### config.mk
export PLATFORM = sky130hd
export DESIGN_NAME = store_buffer
export DESIGN_NICKNAME = d
export VERILOG_FILES = /design/src/rtl/store_buffer.sv
export SDC_FILE = /design/constraint.sdc
export NUM_CORES = 1
export LEC_CHECK = 0
export BUFFER_PORTS_ARGS = -buffer_cell sky130_fd_sc_hd__buf_2
export CAP_MARGIN = 20
export CORE_MARGIN = 2
export CORE_UTILIZATION = 40
export CTS_CLUSTER_SIZE = 25
export DETAILED_ROUTE_END_ITERATION = 8
export HOLD_SLACK_MARGIN = 0.08
export SYNTH_ARGS = -nofsm -noshare
export SYNTH_HDL_FRONTEND = slang
export SYNTH_SLANG_ARGS = --single-unit
### constraint.sdc
create_clock -name clk -period 11.2 [get_ports clk]
set_clock_uncertainty 0.1 [all_clocks]
set_input_delay 2.24 -clock clk [delete_from_list [all_inputs] [get_ports clk]]
set_output_delay 2.24 -clock clk [all_outputs]
set_load 0.005 [all_outputs]
### src/rtl/store_buffer.sv
// Posted-write buffer between the core store port and the memory/IO fabric.
// Stores are normalised to word address + byte enables and drained in FIFO order.
module store_buffer #(
    parameter int DEPTH = 4,
    parameter int CW    = $clog2(DEPTH+1)
) (
    input  logic          clk,
    input  logic          reset,
    input  logic          MemWrite,
    input  logic          ByteMem,
    input  logic [31:0]   DataAdr,
    input  logic [31:0]   WriteData,
    output logic          Stall,
    output logic          mem_valid,
    input  logic          mem_ready,
    output logic [31:0]   mem_addr,
    output logic [31:0]   mem_wdata,
    output logic [3:0]    mem_be,
    output logic [CW-1:0] Count,
    output logic          Empty,
    output logic          Misalign
);
    localparam int PW = (DEPTH > 1) ? $clog2(DEPTH) : 1;

    logic [29:0]   addr_q  [DEPTH];
    logic [31:0]   wdata_q [DEPTH];
    logic [3:0]    be_q    [DEPTH];
    logic [PW-1:0] wr_ptr_q, rd_ptr_q;
    logic [CW-1:0] count_q, count_d;
    logic          misalign_q;

    logic          full, push, pop;
    logic [31:0]   ent_wdata;
    logic [3:0]    ent_be;

    // Stall looks only at the registered count, so a pop in the same cycle
    // never lets a store through early.
    assign full  = (count_q == CW'(DEPTH));
    assign Stall = MemWrite & full;
    assign push  = MemWrite & ~full;
    assign pop   = (count_q != '0) & mem_ready;

    always_comb begin
        ent_wdata = WriteData;
        ent_be    = 4'b1111;
        if (ByteMem) begin
            ent_wdata = {4{WriteData[7:0]}};
            ent_be    = 4'b0001 << DataAdr[1:0];
        end
    end

    always_comb begin
        count_d = count_q;
        case ({push, pop})
            2'b10:   count_d = count_q + CW'(1);
            2'b01:   count_d = count_q - CW'(1);
            default: count_d = count_q;
        endcase
    end

    always_ff @(posedge clk) begin
        if (reset) begin
            for (int i = 0; i < DEPTH; i++) begin
                addr_q[i]  <= '0;
                wdata_q[i] <= '0;
                be_q[i]    <= '0;
            end
            wr_ptr_q   <= '0;
            rd_ptr_q   <= '0;
            count_q    <= '0;
            misalign_q <= 1'b0;
        end else begin
            if (push) begin
                addr_q[wr_ptr_q]  <= DataAdr[31:2];
                wdata_q[wr_ptr_q] <= ent_wdata;
                be_q[wr_ptr_q]    <= ent_be;
                wr_ptr_q          <= wr_ptr_q + PW'(1);
                if (~ByteMem && (DataAdr[1:0] != 2'b00))
                    misalign_q <= 1'b1;
            end
            if (pop)
                rd_ptr_q <= rd_ptr_q + PW'(1);
            count_q <= count_d;
        end
    end

    // Head entry comes straight from registered storage: no input-to-output path.
    assign mem_valid = (count_q != '0);
    assign mem_addr  = {addr_q[rd_ptr_q], 2'b00};
    assign mem_wdata = wdata_q[rd_ptr_q];
    assign mem_be    = be_q[rd_ptr_q];
    assign Count     = count_q;
    assign Empty     = (count_q == '0);
    assign Misalign  = misalign_q;
endmodule
---- Word-level counts from Yosys, hierarchy flattened ----
Memories as Yosys holds them, arrays and structs flattened. A register that Yosys moved wholly into a read port is not among the register bits.
Index checks and enable logic that the tools add are counted.
cells by class
  add/subtract/negate cells ............... 4
  multiply operators ...................... 0
  divide/modulo/power cells ............... 0
  order comparisons ....................... 0
  equal/unequal tests ..................... 3
  shifts and indexed selects .............. 1
  mux-type cells .......................... 23
  bitwise logic cells ..................... 5
  reductions and logical operators ........ 9
operators with widths
  operator                                                             count
  32-bit two-way mux                                                   2
  32-bit OR reduction                                                  1
  30-bit two-way mux                                                   1
  30-bit OR reduction                                                  1
  2-bit two-way mux                                                    9
  1-bit two-way mux                                                    8
  4-bit two-way mux                                                    2
  3-bit case mux with 2 select lines                                   1
  2-bit by 1-bit adder with 2-bit output (second input constant)       2
  2-bit nonzero test                                                   2
  4-bit OR reduction                                                   1
  1-bit by 2-bit left shift with 4-bit output (first input constant)   1
  3-bit by 1-bit adder with 3-bit output (second input constant)       1
  1-bit AND                                                            3
  3-bit == test (second input constant)                                1
  3-bit logical NOT                                                    1
  3-bit nonzero test                                                   1
  3-bit by 1-bit subtractor with 3-bit output (second input constant)  1
  2-bit by 1-bit == test with 1-bit output (second input constant)     1
  2-bit == test (second input constant)                                1
  1-bit inverter                                                       2
  2-bit AND reduction                                                  1
  1-bit logical AND                                                    1
storage, ports and cells
  register bits ........................... 8
  latch bits .............................. 0
  bits in writable memories ............... 264
  bits in read-only memories .............. 0
  output and inout port bits .............. 75
  memories kept ........................... 3
memory list
  name     depth  width  read ports  clocked after memory_dff  wr ports  RTL line  RTL
  wdata_q  4      32     1           1                         4         26        logic [31:0] wdata_q [DEPTH];
  addr_q   4      30     1           1                         4         25        logic [29:0] addr_q [DEPTH];
  be_q     4      4      1           1                         4         27        logic [3:0] be_q [DEPTH];

---- Longest topological paths before layout ----
  depth after elaboration ................. 8
  gate-level depth with buffers ........... 9
  depth with buffers taken out ............ 8

---- Least setup slack after synthesis ----
OpenSTA, ideal clock, no wires.
  path type ............................... input -> register
  start point ............................. input port MemWrite
  end point ............................... memory addr_q[2][0] (enable)
  setup time .............................. 0.504 ns
  arrival ................................. 5.426 ns
  data required time ...................... 10.596 ns
  path slack .............................. 5.171 ns
  stages on the path ...................... 2
  path through ............................ nand2_1 > o21bai_1
RTL lines
  item         RTL line  RTL
  from (decl)  9         input logic MemWrite,
  to (decl)    25

==> results.yml <==
timing:
  max_clock_freq_mhz: 200
  worst_pin_slew_ns: 1.05
  rsz0062_at_grt: "false"
  timing.hold.ws_ns: 0.378
  finalSetupViolations: 0
  hold_violations: 0
  min_period_over_period: 0.447
  maxSlewViolCount: 0
  min_period_ns: 5.00
  finalWorstSetupSlack_ns: 6.20
  fin_tns_setup_ns: 0
  maxSlewHeadroom: 0.299
synth:
  post_synth_num_cell_types: 41
  synthAdderAreaFrac: 0.00273
  synth-compound-area-share: 0.00703
  ys.warnings.count: 0
  synth_top_family_by_area: "multiplexers"
  synth_cells: 738
  synth_xor_area_frac: 0.00220
  synth-seq-cells: 274
  netlist_area_um2: 11900
  synthMuxAreaShare: 0.146
  async_reset_ff_frac: 0
  synth-seq-area-share: 0.681
  synth-simple-area-share: 0.136
  synthFlopType: "edfxtp_1"
  synth-edff-count: 264
  syn_area_per_cell_um2: 16.2
finish:
  final_cells: 1281
  final_common_cell: "edfxtp_1"
  multiInputGateArea_um2: 3560
  nFillCells: 2626
  final_nets: 942
  final_cell_mix: "edfxtp_1 (264), buf_2 (141), and2_1 (115)"
  antennaDiodeCount: 0
  utilization: 0.475
  drive_gt1_frac: 0.334
  final-seq-area_um2: 8140
  area_growth_syn_to_layout_pct: 17.3
cts:
  htreeDepth: 1
  path_clk_slew_ns: 0.06
  clkSinkCount: 274
  cts_root_buffer: "clkbuf_16"
  ctsResizeCount: 0
  post_cts_buffers: 0
  cts_buffers: 28
  worstSkewPairLatency_ns: 0.53
  clk_path_buf_depth: 3
  cts_tree: "built"
  hold_buffers: 0
critical_path:
  path_max_fanout: 31
  crit_buf_inv: 3
  rr_startpoint: "Count[0]$_SDFFE_PP0P_"
  end_kind: "output pin"
  r2r_slack_ns: 8.17
  reg2reg_to: "wdata_q[1][4]$_SDFFCE_PN0P_"
  worstSetupPathType: "reg2out"
  cp-start-kind: "register"
  slowest_stage: "dfxtp_4"
  worstPathCellList: "buf_4 > buf_16 > mux4_2 > buf_2"
  rr_worst_depth: 6
  worstPathArrival_ns: 2.66
  slowest_delay_ns: 0.59
  critPathTopFamily: "buffers and inverters"
  crit_required_ns: 8.86
floorplanning:
  die_w_um: 177
  num_rows: 63
  die_area_um2: 31200
  ios: 144
  die_h_um: 177
  start_util: 0.405
  fp.coreArea_um2: 29500
power_and_ir_drop:
  ir_drop_mv: 0.121
  p_leak_nw: 5.44
  p_per_area_nw_per_um2: 204
hold_path:
  hold_class: "reg2reg"
  min-delay-start: "rd_ptr_q[1]$_SDFFE_PP0P_"
  min_path_cells: 2
placement:
  place.gp.congestion: 0.745
  dp_slack_ns: 6.15
  port_buffers: 141
  dp_hpwl_mm: 14.7
  place_inst: 1229
global_routing:
  grt_first_pass_wirelength_mm: 41.6
  track_usage: 0.178
  grt.overflow.total: 0
  grt_antenna_before_repair: 2
  grt_max_degree: 67
  grt_pass1_vias: 7077
drt:
  first_pass_iters: 4
  drt_first_iter_violations: 545
  wl_mm: 27.1
  drc_errors: 0
  routedWlPerCell_um: 21.1
  via_per_inst: 5.14
  antenna_left: 0
  vias: 6588
status:
  status: "finished clean"
run:
  max-cap-violations: 0
## cells by family (layout without fill, tap and decap cells)
group / after synthesis / in the layout
AND/OR/NAND/NOR: 296 / 296
flip-flops: 274 / 274
multiplexers: 91 / 91
buffers and inverters: 58 / 210
AO/OA/AOI/OAI: 13 / 13
XOR/XNOR: 3 / 3
adder cells (fa/ha/maj): 2 / 2
other: 1 / 2
## layout make-up
class	instances	area share
Inverter	6	0.00161
Multi-Input combinational cell	407	0.254
Tap cell	390	0.0349
Clock inverter	19	0.0157
Timing Repair Buffer	154	0.0597
Sequential cell	274	0.581
Clock buffer	31	0.0524
## flip-flops by register name, indices dropped and copies added, names as in the netlist, named ones only
name	cells
addr_q	120
wr_ptr_q	2
Count	3
be_q	16
Misalign	1
rd_ptr_q	2
wdata_q	128
## through the flow
step                      total power [W]  cell area, um2
after CTS                         0.00288           13900
after floorplan                   0.00168           11900
after detailed placement          0.00192           13000
after global placement            0.00191           13000
final                             0.00286           14000
after global routing              0.00298           14000
## synth_stat cells, types with 2 or more instances
master / number / area, um2
buf_4: 7 / 52.6
and2_1: 115 / 719
mux4_2: 66 / 1490
inv_1: 6 / 22.5
buf_2: 21 / 105
a21boi_0: 2 / 15.0
dfxtp_1: 10 / 200
buf_6: 3 / 33.8
nand2_1: 2 / 7.51
mux2i_1: 24 / 240
clkbuf_2: 3 / 15.0
a21oi_1: 3 / 15.0
or3_1: 4 / 25.0
nand2b_1: 5 / 31.3
nor2b_1: 3 / 18.8
o21ai_0: 3 / 15.0
and3_1: 39 / 244
edfxtp_1: 264 / 7930
clkbuf_1: 17 / 63.8
xor2_1: 3 / 26.3
nor2_1: 99 / 372
nor2_2: 20 / 125
## power breakdown
part | switching (W) | total (W) | internal, W
logic | 0.000291 | 0.000587 | 0.000296
clock network | 0.000381 | 0.000965 | 0.000584
registers | 0.0000649 | 0.00130 | 0.00124
## tightest hold or removal path, stage by stage, from the launching register on
cell and delay (ns):
dfxtp_1 0.30, o21ai_0 0.06, a21oi_1 0.07
## per-layer routing
metal	global-route usage	wire, um	vias up
li1	-	-	3008
met1	0.241	11700	3375
met2	0.303	13500	161
met3	0.0262	1210	40
met4	0.0448	579	4
met5	0	21	-
## worst max-delay path by stage
stage | startpoint | end | slack (ns) | cells past startpoint
3_3_place_gp | reset | addr_q[0][21]$_SDFFCE_PN0P_ | 6.16 | 4
2_1_floorplan | MemWrite | addr_q[2][0]$_SDFFCE_PN0P_ | 5.17 | 2
5_1_grt | register | mem_wdata[9] | 6.00 | 4
3_5_place_dp | reset | addr_q[0][27]$_SDFFCE_PN0P_ | 6.15 | 4
6_report | register | mem_addr[3] | 6.20 | 4
4_1_cts | register | mem_addr[3] | 5.88 | 3
(Power assumes the default switching activity.)
